File: src/rtl/multdiv_sequencer.sv
// multdiv_sequencer
// Iterative signed multiply/divide unit that sits beside the register bank and
// feeds the HI/LO registers. A one-cycle start with an opcode launches either a
// Booth radix-2 multiply or a restoring divide on operand magnitudes; each runs
// for exactly WIDTH iterations, then a single DONE cycle presents the result and
// pulses the HI/LO write enables. A divide by zero is reported through a
// one-cycle div_zero pulse instead.
//
// Ports:
//   clk       system clock, rising edge
//   reset     asynchronous, active-low reset
//   start     one-cycle request, sampled only while idle
//   op        01 = mult, 10 = div, 00/11 = no operation
//   a_in      rs operand (multiplicand / dividend)
//   b_in      rt operand (multiplier / divisor)
//   busy      high from the cycle after an accepted start through DONE/DZERO
//   done      one-cycle pulse, hi_out/lo_out hold the new result
//   div_zero  one-cycle pulse, divide requested with b_in == 0
//   hi_out    mult: upper product half, div: remainder
//   lo_out    mult: lower product half, div: quotient
//   hi_write  HI register load enable (same as done)
//   lo_write  LO register load enable (same as done)
module multdiv_sequencer #(
  parameter int WIDTH = 32,
  parameter int CNT_W = 6
) (
  input  logic             clk,
  input  logic             reset,
  input  logic             start,
  input  logic [1:0]       op,
  input  logic [WIDTH-1:0] a_in,
  input  logic [WIDTH-1:0] b_in,
  output logic             busy,
  output logic             done,
  output logic             div_zero,
  output logic [WIDTH-1:0] hi_out,
  output logic [WIDTH-1:0] lo_out,
  output logic             hi_write,
  output logic             lo_write
);

  localparam logic [1:0] OP_MULT = 2'b01;
  localparam logic [1:0] OP_DIV  = 2'b10;

  typedef enum logic [2:0] {
    IDLE  = 3'd0,
    MULT  = 3'd1,
    DIV   = 3'd2,
    DONE  = 3'd3,
    DZERO = 3'd4
  } state_t;

  state_t             state;
  state_t             next_state;
  logic [CNT_W-1:0]   cnt;
  logic [WIDTH-1:0]   mcand;
  logic [WIDTH-1:0]   acc_hi;
  logic [WIDTH-1:0]   acc_lo;
  logic               q_m1;
  logic               is_div;
  logic               neg_q;
  logic               neg_r;
  logic [WIDTH-1:0]   hi_hold;
  logic [WIDTH-1:0]   lo_hold;
  logic [WIDTH-1:0]   hi_res;
  logic [WIDTH-1:0]   lo_res;
  logic [WIDTH:0]     booth_sum;
  logic [WIDTH-1:0]   div_shift;
  logic [WIDTH:0]     div_diff;
  logic               div_ok;
  logic               last_iter;

  assign last_iter = (cnt == CNT_W'(WIDTH - 1));

  // State register for the sequencing FSM.
  always_ff @(posedge clk or negedge reset) begin
    if (!reset) begin
      state <= IDLE;
    end else begin
      state <= next_state;
    end
  end

  // Next-state decode plus the status/enable outputs, which are pure decodes
  // of the registered state. During DONE the result is shown through the
  // sign fix-up path; otherwise the last committed result is held.
  always_comb begin
    next_state = state;
    busy       = (state != IDLE);
    done       = 1'b0;
    div_zero   = 1'b0;
    hi_out     = hi_hold;
    lo_out     = lo_hold;
    case (state)
      IDLE: begin
        if (start && op == OP_MULT) begin
          next_state = MULT;
        end else if (start && op == OP_DIV) begin
          next_state = (b_in == '0) ? DZERO : DIV;
        end
      end
      MULT, DIV: begin
        if (last_iter) begin
          next_state = DONE;
        end
      end
      DONE: begin
        done       = 1'b1;
        hi_out     = hi_res;
        lo_out     = lo_res;
        next_state = IDLE;
      end
      DZERO: begin
        div_zero   = 1'b1;
        next_state = IDLE;
      end
      default: next_state = IDLE;
    endcase
    hi_write = done;
    lo_write = done;
  end

  // Iteration arithmetic. The Booth adder is one bit wider than the operands
  // so the arithmetic right shift keeps the true sign even when the add
  // overflows (e.g. most-negative times most-negative). In the divider the
  // partial remainder is always below the divisor magnitude (at most 2^(W-1)),
  // so its top bit is zero and the shifted remainder fits in WIDTH bits.
  // Sign fix-up: quotient negated when operand signs differ, remainder follows
  // the dividend.
  always_comb begin
    booth_sum = {acc_hi[WIDTH-1], acc_hi};
    case ({acc_lo[0], q_m1})
      2'b01:   booth_sum = {acc_hi[WIDTH-1], acc_hi} + {mcand[WIDTH-1], mcand};
      2'b10:   booth_sum = {acc_hi[WIDTH-1], acc_hi} - {mcand[WIDTH-1], mcand};
      default: booth_sum = {acc_hi[WIDTH-1], acc_hi};
    endcase
    div_shift = {acc_hi[WIDTH-2:0], acc_lo[WIDTH-1]};
    div_diff  = {1'b0, div_shift} - {1'b0, mcand};
    div_ok    = ~div_diff[WIDTH];
    hi_res    = acc_hi;
    lo_res    = acc_lo;
    if (is_div) begin
      hi_res = neg_r ? ('0 - acc_hi) : acc_hi;
      lo_res = neg_q ? ('0 - acc_lo) : acc_lo;
    end
  end

  // Operand latching, iteration steps and result commit. Operands are only
  // captured on an accepted start in IDLE, so later starts or input changes
  // cannot disturb a running operation. The held result is committed on the
  // DONE-to-IDLE edge so it matches what was shown during DONE.
  always_ff @(posedge clk or negedge reset) begin
    if (!reset) begin
      cnt     <= '0;
      mcand   <= '0;
      acc_hi  <= '0;
      acc_lo  <= '0;
      q_m1    <= 1'b0;
      is_div  <= 1'b0;
      neg_q   <= 1'b0;
      neg_r   <= 1'b0;
      hi_hold <= '0;
      lo_hold <= '0;
    end else begin
      case (state)
        IDLE: begin
          if (start && op == OP_MULT) begin
            cnt    <= '0;
            mcand  <= a_in;
            acc_hi <= '0;
            acc_lo <= b_in;
            q_m1   <= 1'b0;
            is_div <= 1'b0;
            neg_q  <= 1'b0;
            neg_r  <= 1'b0;
          end else if (start && op == OP_DIV && b_in != '0) begin
            cnt    <= '0;
            mcand  <= b_in[WIDTH-1] ? ('0 - b_in) : b_in;
            acc_hi <= '0;
            acc_lo <= a_in[WIDTH-1] ? ('0 - a_in) : a_in;
            q_m1   <= 1'b0;
            is_div <= 1'b1;
            neg_q  <= a_in[WIDTH-1] ^ b_in[WIDTH-1];
            neg_r  <= a_in[WIDTH-1];
          end
        end
        MULT: begin
          acc_hi <= booth_sum[WIDTH:1];
          acc_lo <= {booth_sum[0], acc_lo[WIDTH-1:1]};
          q_m1   <= acc_lo[0];
          cnt    <= cnt + CNT_W'(1);
        end
        DIV: begin
          acc_hi <= div_ok ? div_diff[WIDTH-1:0] : div_shift;
          acc_lo <= {acc_lo[WIDTH-2:0], div_ok};
          cnt    <= cnt + CNT_W'(1);
        end
        DONE: begin
          hi_hold <= hi_res;
          lo_hold <= lo_res;
        end
        default: ;
      endcase
    end
  end

endmodule

File: config.mk
export PLATFORM = sky130hd
export DESIGN_NAME = multdiv_sequencer
export DESIGN_NICKNAME = d
export VERILOG_FILES = /design/src/rtl/multdiv_sequencer.sv
export SDC_FILE = /design/constraint.sdc
export NUM_CORES = 1
export LEC_CHECK = 0
export BUFFER_PORTS_ARGS = -buffer_cell sky130_fd_sc_hd__buf_2
export CORE_MARGIN = 3
export CORE_UTILIZATION = 61
export CTS_CLUSTER_DIAMETER = 50
export DETAILED_ROUTE_END_ITERATION = 6
export PLACE_DENSITY = 0.82
export RECOVER_POWER = 25
export SKIP_CTS_REPAIR_TIMING = 1
export SLEW_MARGIN = 10
export SYNTH_ARGS = -nofsm -noshare
export SYNTH_HDL_FRONTEND = slang
export SYNTH_SLANG_ARGS = --single-unit
File: constraint.sdc
create_clock -name clk -period 5.65 [get_ports clk]
set_input_delay 0.2825 -clock clk [delete_from_list [all_inputs] [get_ports clk]]
set_output_delay 0.2825 -clock clk [all_outputs]
set_load 0.01 [all_outputs]
==> summary.md, run 1 <==
| Metric | Value |
|---|---|
| Post-synthesis mux area share | `0.911%` |
| Synth Area in Compound Gates | `26.4%` |
| Final core utilization | `68.8%` |
| Synthesized Nets | `1989` |
| Worst vdd ir | `0.696 mV` |
| Synthesized area | `14400 sq um` |
| Post-synthesis async set-or-reset flop share | `100%` |
| Top-area cell type share of the netlist area | `30.0%` |
| Final period util | `82.7%` |
| Most used DFF post-synth | `dfrtp_1` |
| Final nets | `2042` |
| CTS Sinks | `173` |
| Commonest non-fill, non-tap cells in the layout | `nand2_1 (208), nor2_1 (192), o21ai_0 (189)` |
| I/O Buffers | `137` |
| Vias in the first global route | `13698` |
| CTS tree | `yes` |
| Worst r2r dst | `acc_hi[31]` |
| # setup viols final | `0` |
| Post-Synth XOR/XNOR Area | `12.6%` |
| Cell repeated most along the worst path | `a21oi_1` |
| Initial antenna violation count | `1` |
| Clock Tree Buf Depth | `2` |
| Max_cap viols | `1` |
| Drt first pass iters | `7` |
| Layout Skew | `0.0133 ns` |
| Final period demand of the worst path | `4.67 ns` |
| Maximum number of pins on one net before global-route repair | `105` |
| Post-Synthesis Cells | `1847` |
| DR iter-0 viols | `1797` |
| WL per Instance | `20.3 um` |
| Register-to-Register Setup Slack | `0.98 ns` |
| Cell variety after synth | `67` |
| Cells on Worst Hold Path | `2` |
| Worst hold path type | `input port to flop` |
| Largest family of logic cells by synthesized area | `compound AO/OA/AOI/OAI gates` |
| Slew @ Worst Pin | `3.51 ns` |
| Warning count from the yosys run | `0` |
| Clock root buffer | `clkbuf_16` |
| Synthesis-stage register bit count | `173` |
| Yosys top cell by area | `dfrtp_1` |
| Core Region | `22900 sq um` |
| Critical path peak fanout | `8` |
| Total track usage | `34.8%` |
| CTS Buf Count | `17` |
| Worst R2R Path Depth | `16` |
| Clk slew on worst S/H paths | `0.08 ns` |
| Switching share of power | `52.7%` |
| # rows | `55` |
| Worst Setup End Kind | `flop` |
| # DRC | `1` |
| Final RePlAce weighted congestion | `1.02` |
| Via count | `14464` |
| Maximum clock rate | `0.214 GHz` |
| Pwr/cell area | `778 nW/um^2` |
| RR Startpoint | `mcand[6]` |
| Chip Width | `160 um` |
| Seq pwr share | `22.1%` |
| Sequential fraction of the synthesis area | `30.0%` |
| Initial Util | `62.9%` |
| Dominant cells by area after synthesis | `dfrtp_1 (30%), xnor2_1 (7.4%), o21ai_0 (6.6%), ha_1 (6.2%), a21oi_1 (5.6%)` |
| Critical Path Start Type | `flop` |
| Relative slew slack | `-134%` |
| Full die area | `25500 sq um` |
| Grt total ovfl | `0` |
| Final hold vios | `0` |
| Clock power share | `10.0%` |
| Failing checks | `design-rule violations, max-capacitance violations, max-slew violations` |
| Adder-cell share of the synthesized area | `6.44%` |
| Hold path endpoint | `cnt[2]` |
| Unrepaired setup endpoints after global routing | `false` |
| Boundary pin count | `138` |
| First-pass GRT wire length | `72100 um` |
| Layout cells sized above 1 | `10.9%` |
| Crit-path max cell delay | `0.58 ns` |
| Latest clock arrival within the worst-skew pair | `0.45 ns` |
| Arr. time, crit path | `5.03 ns` |
| Leakage power | `6.91 nW` |
| Internal power | `5.81 mW` |
| Net Switching | `6.46 mW` |
| Comb pwr share | `67.9%` |
| Beginning of the worst hold path | `start` |
| Detail Route Antenna Nets | `0` |
| Number of synthesized flops with an enable pin | `0` |
| Vias/cell | `6.49` |
| Setup TNS | `0 ns` |
| Most common cell after layout, fill and taps aside | `nand2_1` |
| Die Y-Extent | `160 um` |
| Simple-gate share of the synthesized area | `18.7%` |
| Slowest cell on the critical path | `or4_1` |
| FILL cells | `1967` |
| Slew Limit Fails | `64` |
| Dpl hpwl | `33600 um` |
| CP required | `6.01 ns` |
| Critical path, cell by cell | `or4_1 > or3_1 > nor3_2 > nor2_1 > xnor2_1 > ha_1 > and3_1 > o211ai_1 > o21bai_1 > a2111o_1 > a21oi_1 > a21oi_1 > o21ai_0 > a21oi_1 > xnor2_1 > o211ai_1` |
| Run status | `finished with violations` |
| Worst Setup Path Type | `flop to flop` |
| DRT Wirelength | `45200 um` |
| Area delta synth->final | `9.34%` |
| Syn avg cell area | `7.81 sq um` |
| CTS H-tree lvls | `4` |
## worst max path at each step
stage                         from  slack (ns)  depth (start not counted)          to
final                     mcand[6]        0.98                         16  acc_hi[31]
after global routing      mcand[6]        0.61                         16  acc_hi[31]
after CTS                 mcand[6]         1.0                         16  acc_hi[31]
after detailed placement  mcand[6]        1.04                         16  acc_hi[31]
after global placement    mcand[6]        1.14                         16  acc_hi[31]
after floorplan               q_m1        1.59                         17  acc_hi[28]
## routing by layer
| layer | global-route usage, % | vias up | share of wire (%) |
|---|---|---|---|
| met5 | 0 | - | 0 |
| met4 | 13.3 | 0 | 3.3 |
| met3 | 6.69 | 123 | 10 |
| li1 | - | 6771 | - |
| met1 | 48.3 | 6820 | 42 |
| met2 | 54.3 | 750 | 45 |
## cell usage after synthesis (all sizes together) (6+ instances only)
library cell / number
nor2: 192
mux2i: 12
nand2b: 14
xnor2: 122
a222oi: 23
buf: 24
clkbuf: 95
o21bai: 6
or3: 14
o31ai: 30
a221oi: 21
nand2: 209
inv: 62
a31oi: 34
nor2b: 11
or4: 11
o41ai: 18
o21a: 8
ha: 71
and3: 7
nand3: 25
nor3b: 6
nor3: 38
or2: 10
a21o: 31
dfrtp: 173
nor4: 19
a21oi: 162
and2: 14
o211ai: 11
a22oi: 11
a211oi: 26
nand4: 12
o21ai: 189
xor2: 85
## area by class of cell
| class | count | area (sq um) | share of cell area, % |
|---|---|---|---|
| multi-input combinational | 1493 | 9410 | 59.6 |
| sequential | 173 | 4330 | 27.5 |
| timing repair buffer | 153 | 803 | 5.09 |
| clock buffer | 18 | 439 | 2.78 |
| tap | 313 | 392 | 2.48 |
| inverter | 62 | 233 | 1.48 |
| clock inverter | 14 | 165 | 1.05 |
| antenna | 1 | 2.50 | 0.0159 |
## registers in the layout (all words and copies together) (netlist names)
name	cells
acc_hi	32
acc_lo	32
hi_hold	32
lo_hold	32
mcand	32
cnt	6
state	3
is_div	1
neg_q	1
neg_r	1
q_m1	1
## critical path, delay by kind of cell (launching register included)
| family | cells | cell delay [ns] |
|---|---|---|
| AO/OA/AOI/OAI | 8 | 1.67 |
| XOR/XNOR | 2 | 0.29 |
| adder cells (fa/ha/maj) | 1 | 0.37 |
| flip-flops | 1 | 0.43 |
| AND/OR/NAND/NOR | 5 | 1.84 |
## cells by family after synthesis
group	Yosys count
compound gates	608
simple gates	592
xor+xnor	207
buf+inv	181
flops	173
fa+ha+maj	73
mux	13
## power by group through the flow
stage	logic, mW	registers (mW)	clock network [mW]
2_1_floorplan	6.45	2.25	0
3_3_place_gp	8.03	2.65	0
3_5_place_dp	8.15	2.69	0
4_1_cts	8.22	2.66	1.23
5_1_grt	9.25	2.77	1.29
6_report	8.33	2.71	1.23
## through the flow
stage               cell area (sq um)  power [mW]  hold slack (ns)  setup WS (ns)  std cells
floorplan                       14400        8.70          -0.0131           1.59       1847
global placement                15200        10.7            0.306           1.14       2193
detailed placement              15200        10.8            0.308           1.04       2193
CTS                             15800        12.1           -0.174          0.999       2225
global route                    15800        13.3            0.137          0.615       2227
finish                          15800        12.3            0.123          0.978       2227
Note: power is estimated with default switching activity, not from simulation.
==> inputs of run 2 (changes only) <==
--- a/config.mk
+++ b/config.mk
@@ -5,12 +5,13 @@
 export SDC_FILE = /design/constraint.sdc
 export NUM_CORES = 1
 export LEC_CHECK = 0
+export ABC_AREA = 1
 export BUFFER_PORTS_ARGS = -buffer_cell sky130_fd_sc_hd__buf_2
 export CORE_MARGIN = 3
-export CORE_UTILIZATION = 61
+export CORE_UTILIZATION = 63
 export CTS_CLUSTER_DIAMETER = 50
 export DETAILED_ROUTE_END_ITERATION = 6
-export PLACE_DENSITY = 0.82
+export PLACE_DENSITY = 0.83
 export RECOVER_POWER = 25
 export SKIP_CTS_REPAIR_TIMING = 1
 export SLEW_MARGIN = 10
==> constraint.sdc (replaced) <==
create_clock -name clk -period 4.45 [get_ports clk]
set_input_delay 0.2225 -clock clk [delete_from_list [all_inputs] [get_ports clk]]
set_output_delay 0.2225 -clock clk [all_outputs]
set_load 0.01 [all_outputs]
==> summary.md, run 2 <==
| Metric | Value |
|---|---|
| Die Y-Extent | `174 um (+8.9%)` |
| DR iter-0 viols | `2887 (+61%)` |
| Unrepaired setup endpoints after global routing | `false` |
| Top-count cell post-synth | `nand2_1` |
| Worst Setup End Kind | `flop` |
| Worst setup margin | `0.933 ns (-0.0446 ns)` |
| Setup TNS | `0 ns (unchanged)` |
| CP required | `4.78 ns (-1.23 ns)` |
| Worst Setup Path Type | `flop to flop` |
| Synthesized area | `17800 sq um (+23%)` |
| Placed Instances | `3472 (+58%)` |
| Run status | `finished with violations` |
| Relative slew slack | `-65.9% (+68 points)` |
| Full die area | `30300 sq um (+19%)` |
| DRT Wirelength | `64900 um (+44%)` |
| Total track usage | `42.1% (+7.3 points)` |
| CTS H-tree lvls | `4 (unchanged)` |
| First-pass GRT wire length | `102000 um (+41%)` |
| Sequential fraction of the synthesis area | `24.3% (-5.7 points)` |
| Cell repeated most along the worst path | `nand2_1` |
| Non-filler instance count after layout | `3505 (+57%)` |
| CTS Buf Count | `17 (unchanged)` |
| Detail Route Antenna Nets | `0 (unchanged)` |
| Arr. time, crit path | `3.85 ns (-1.18 ns)` |
| Critical Path Start Type | `flop` |
| Initial Util | `65.1% (+2.2 points)` |
| Slew @ Worst Pin | `2.49 ns (-1.02 ns)` |
| Latest clock arrival within the worst-skew pair | `0.46 ns (about the same)` |
| Vias in the first global route | `19588 (+43%)` |
| Final period demand of the worst path | `3.52 ns (-1.16 ns)` |
| Metal1 wirelength | `23300 um (+23%)` |
| Worst hold path type | `input port to flop` |
| Setup WS pre-CTS | `1.05 ns (+0.00881 ns)` |
| Syn avg cell area | `5.85 sq um (-25%)` |
| Top Metal Used | `met5` |
| Top cells by instance count after synthesis | `nand2_1 (983), inv_1 (478), nand3_1 (327)` |
| Post-Synthesis Cells | `3038 (+64%)` |
| Post-synthesis async set-or-reset flop share | `100% (unchanged)` |
| Max_cap viols | `1 (unchanged)` |
| Clk slew on worst S/H paths | `0.08 ns (about the same)` |
| Core Region | `27300 sq um (+19%)` |
| Dpl hpwl | `50100 um (+49%)` |
| Warning count from the yosys run | `0 (unchanged)` |
| Cell variety after synth | `44 (-34%)` |
| Drt first pass iters | `7 (unchanged)` |
| # rows | `60 (+9.1%)` |
| Yosys top cell by area | `dfrtp_1` |
| Chip Width | `174 um (+8.9%)` |
| Diode count | `0 (-1)` |
| Most common cell after layout, fill and taps aside | `nand2_1` |
| WL per Instance | `18.5 um (-8.8%)` |
| # DRC | `9 (+8)` |
| Critical path peak fanout | `5 (-3)` |
| Layout cells sized above 1 | `7.34% (-3.5 points)` |
| Synthesized Nets | `3180 (+60%)` |
| Most used DFF post-synth | `dfrtp_1` |
| Final period util | `79.0% (-3.7 points)` |
| Final RePlAce weighted congestion | `1.08 (+5.8%)` |
| Buf/Inv on CP | `3 (+3)` |
| Vias/cell | `5.92 (-8.9%)` |
| CTS Sinks | `173 (unchanged)` |
| CP top delay family | `simple AND/OR/NAND/NOR gates` |
| Met3 wire length | `6140 um (+33%)` |
| Number of synthesized flops with an enable pin | `0 (unchanged)` |
| Clock root buffer | `clkbuf_16` |
| Maximum clock rate | `0.284 GHz (+33%)` |
| Via count | `20741 (+43%)` |
| Failing checks | `design-rule violations, max-capacitance violations, max-slew violations` |
| Maximum number of pins on one net before global-route repair | `90 (-14%)` |
| Final hold vios | `0 (unchanged)` |
| Slew Limit Fails | `90 (+41%)` |
| Grt total ovfl | `0 (unchanged)` |
| I/O Buffers | `137 (unchanged)` |
| Layout Skew | `0.0168 ns (+0.00357 ns)` |
| Top-area cell type share of the netlist area | `24.3% (-5.7 points)` |
| Commonest non-fill, non-tap cells in the layout | `nand2_1 (983), inv_1 (476), nand3_1 (326)` |
| Slowest cell on the critical path | `o21ai_0` |
| # setup viols final | `0 (unchanged)` |
| Area delta synth->final | `8.19%` |
| Initial antenna violation count | `1 (unchanged)` |
| CTS tree | `yes` |
| Boundary pin count | `138 (unchanged)` |
| Met2 wire len | `29200 um (+45%)` |
| Synthesis-stage register bit count | `173 (unchanged)` |
| Dominant cells by area after synthesis | `dfrtp_1 (24%), nand2_1 (21%), inv_1 (10%), nand3_1 (9.2%), nor2_1 (5.6%)` |
| Critical path, cell by cell | `inv_1 > ha_1 > nand3_1 > nor2_1 > nand2_1 > inv_1 > nand4_1 > o21ai_0 > xor2_1 > ha_1 > nand2_1 > inv_1 > nand2_1 > nor4_1 > nand2_1 > nand3_1 > nand3_1 > nand2_1 > nand3_1` |
| Crit-path max cell delay | `0.47 ns (-0.11 ns)` |
| Final nets | `3262 (+60%)` |
| Clock Tree Buf Depth | `2 (unchanged)` |
==> run 2: cell count changes after synthesis, sizes merged, moves of 26 or more <==
cell / previous run / this run
nand2: 209 / 989
inv: 62 / 484
nand3: 25 / 330
xnor2: 122 / 21
nor2: 192 / 275
clkbuf: 95 / 55
a21o: 31 / 0
o22ai: 3 / 33
a211oi: 26 / 0
==> run 2: cells by family (layout without fill, tap and decap cells) <==
kind of cell / Yosys count / after routing / synth area share, %
flops: 173 / 173 / 24.3
buf+inv: 580 / 675 / 12.8
simple gates: 1699 / 1699 / 40.1
fa+ha+maj: 73 / 73 / 5.22
xor+xnor: 102 / 102 / 5.02
compound gates: 411 / 411 / 12.5
==> run 2: worst reg2reg max path, delay by kind of cell (launching register included) <==
| kind | cells | cell delay, ns |
|---|---|---|
| adder cells (fa/ha/maj) | 2 | 0.60 |
| XOR/XNOR | 1 | 0.14 |
| buffers and inverters | 3 | 0.33 |
| flip-flops | 1 | 0.38 |
| AO/OA/AOI/OAI | 1 | 0.47 |
| AND/OR/NAND/NOR | 12 | 1.46 |
==> run 2: layout make-up <==
type / count / area (sq um)
timing repair buffer: 156 / 830
inverter: 487 / 1830
sequential: 173 / 4330
clock buffer: 17 / 425
clock inverter: 15 / 168
multi-input combinational: 2285 / 11200
fill: 2500 / 8080
tap: 372 / 465
==> run 2: metrics by stage <==
| step | instance area, sq um | util (%) | hold slack (ns) |
|---|---|---|---|
| 2_1_floorplan | 17800 | - | -0.0731 |
| 3_3_place_gp | 18700 | 68.3 | 0.368 |
| 3_5_place_dp | 18700 | 68.3 | 0.387 |
| 4_1_cts | 19300 | 70.5 | -0.0875 |
| 5_1_grt | 19200 | 70.4 | 0.115 |
| 6_report | 19200 | 70.4 | 0.0938 |
==> run 2: layer usage <==
layer | up-vias | global-route usage, %
li1 | 9839 | -
met1 | 9223 | 49.4
met2 | 1348 | 67.9
met3 | 329 | 7.73
met4 | 2 | 33.3
met5 | - | 0
==> run 2: path summary, 6_finish.rpt <==
kind | from | endpoint | slack (ns) | cells past startpoint
hold reg to reg | hi_hold[20] | hi_hold[20] | 0.48 | 2
min in group asynchronous | reset | acc_hi[29] | 1.07 | 2
hold / removal | a_in[10] | mcand[10] | 0.09 | 3
setup reg to reg | mcand[1] | acc_hi[26] | 0.93 | 19
max in group asynchronous | reset | acc_lo[17] | 0.95 | 3
setup / recovery | mcand[1] | acc_hi[26] | 0.93 | 19
Power of run 2 is left out: the tool's default activity adds up to more than one toggle a clock period on the data nets, which glitch-free logic cannot reach.
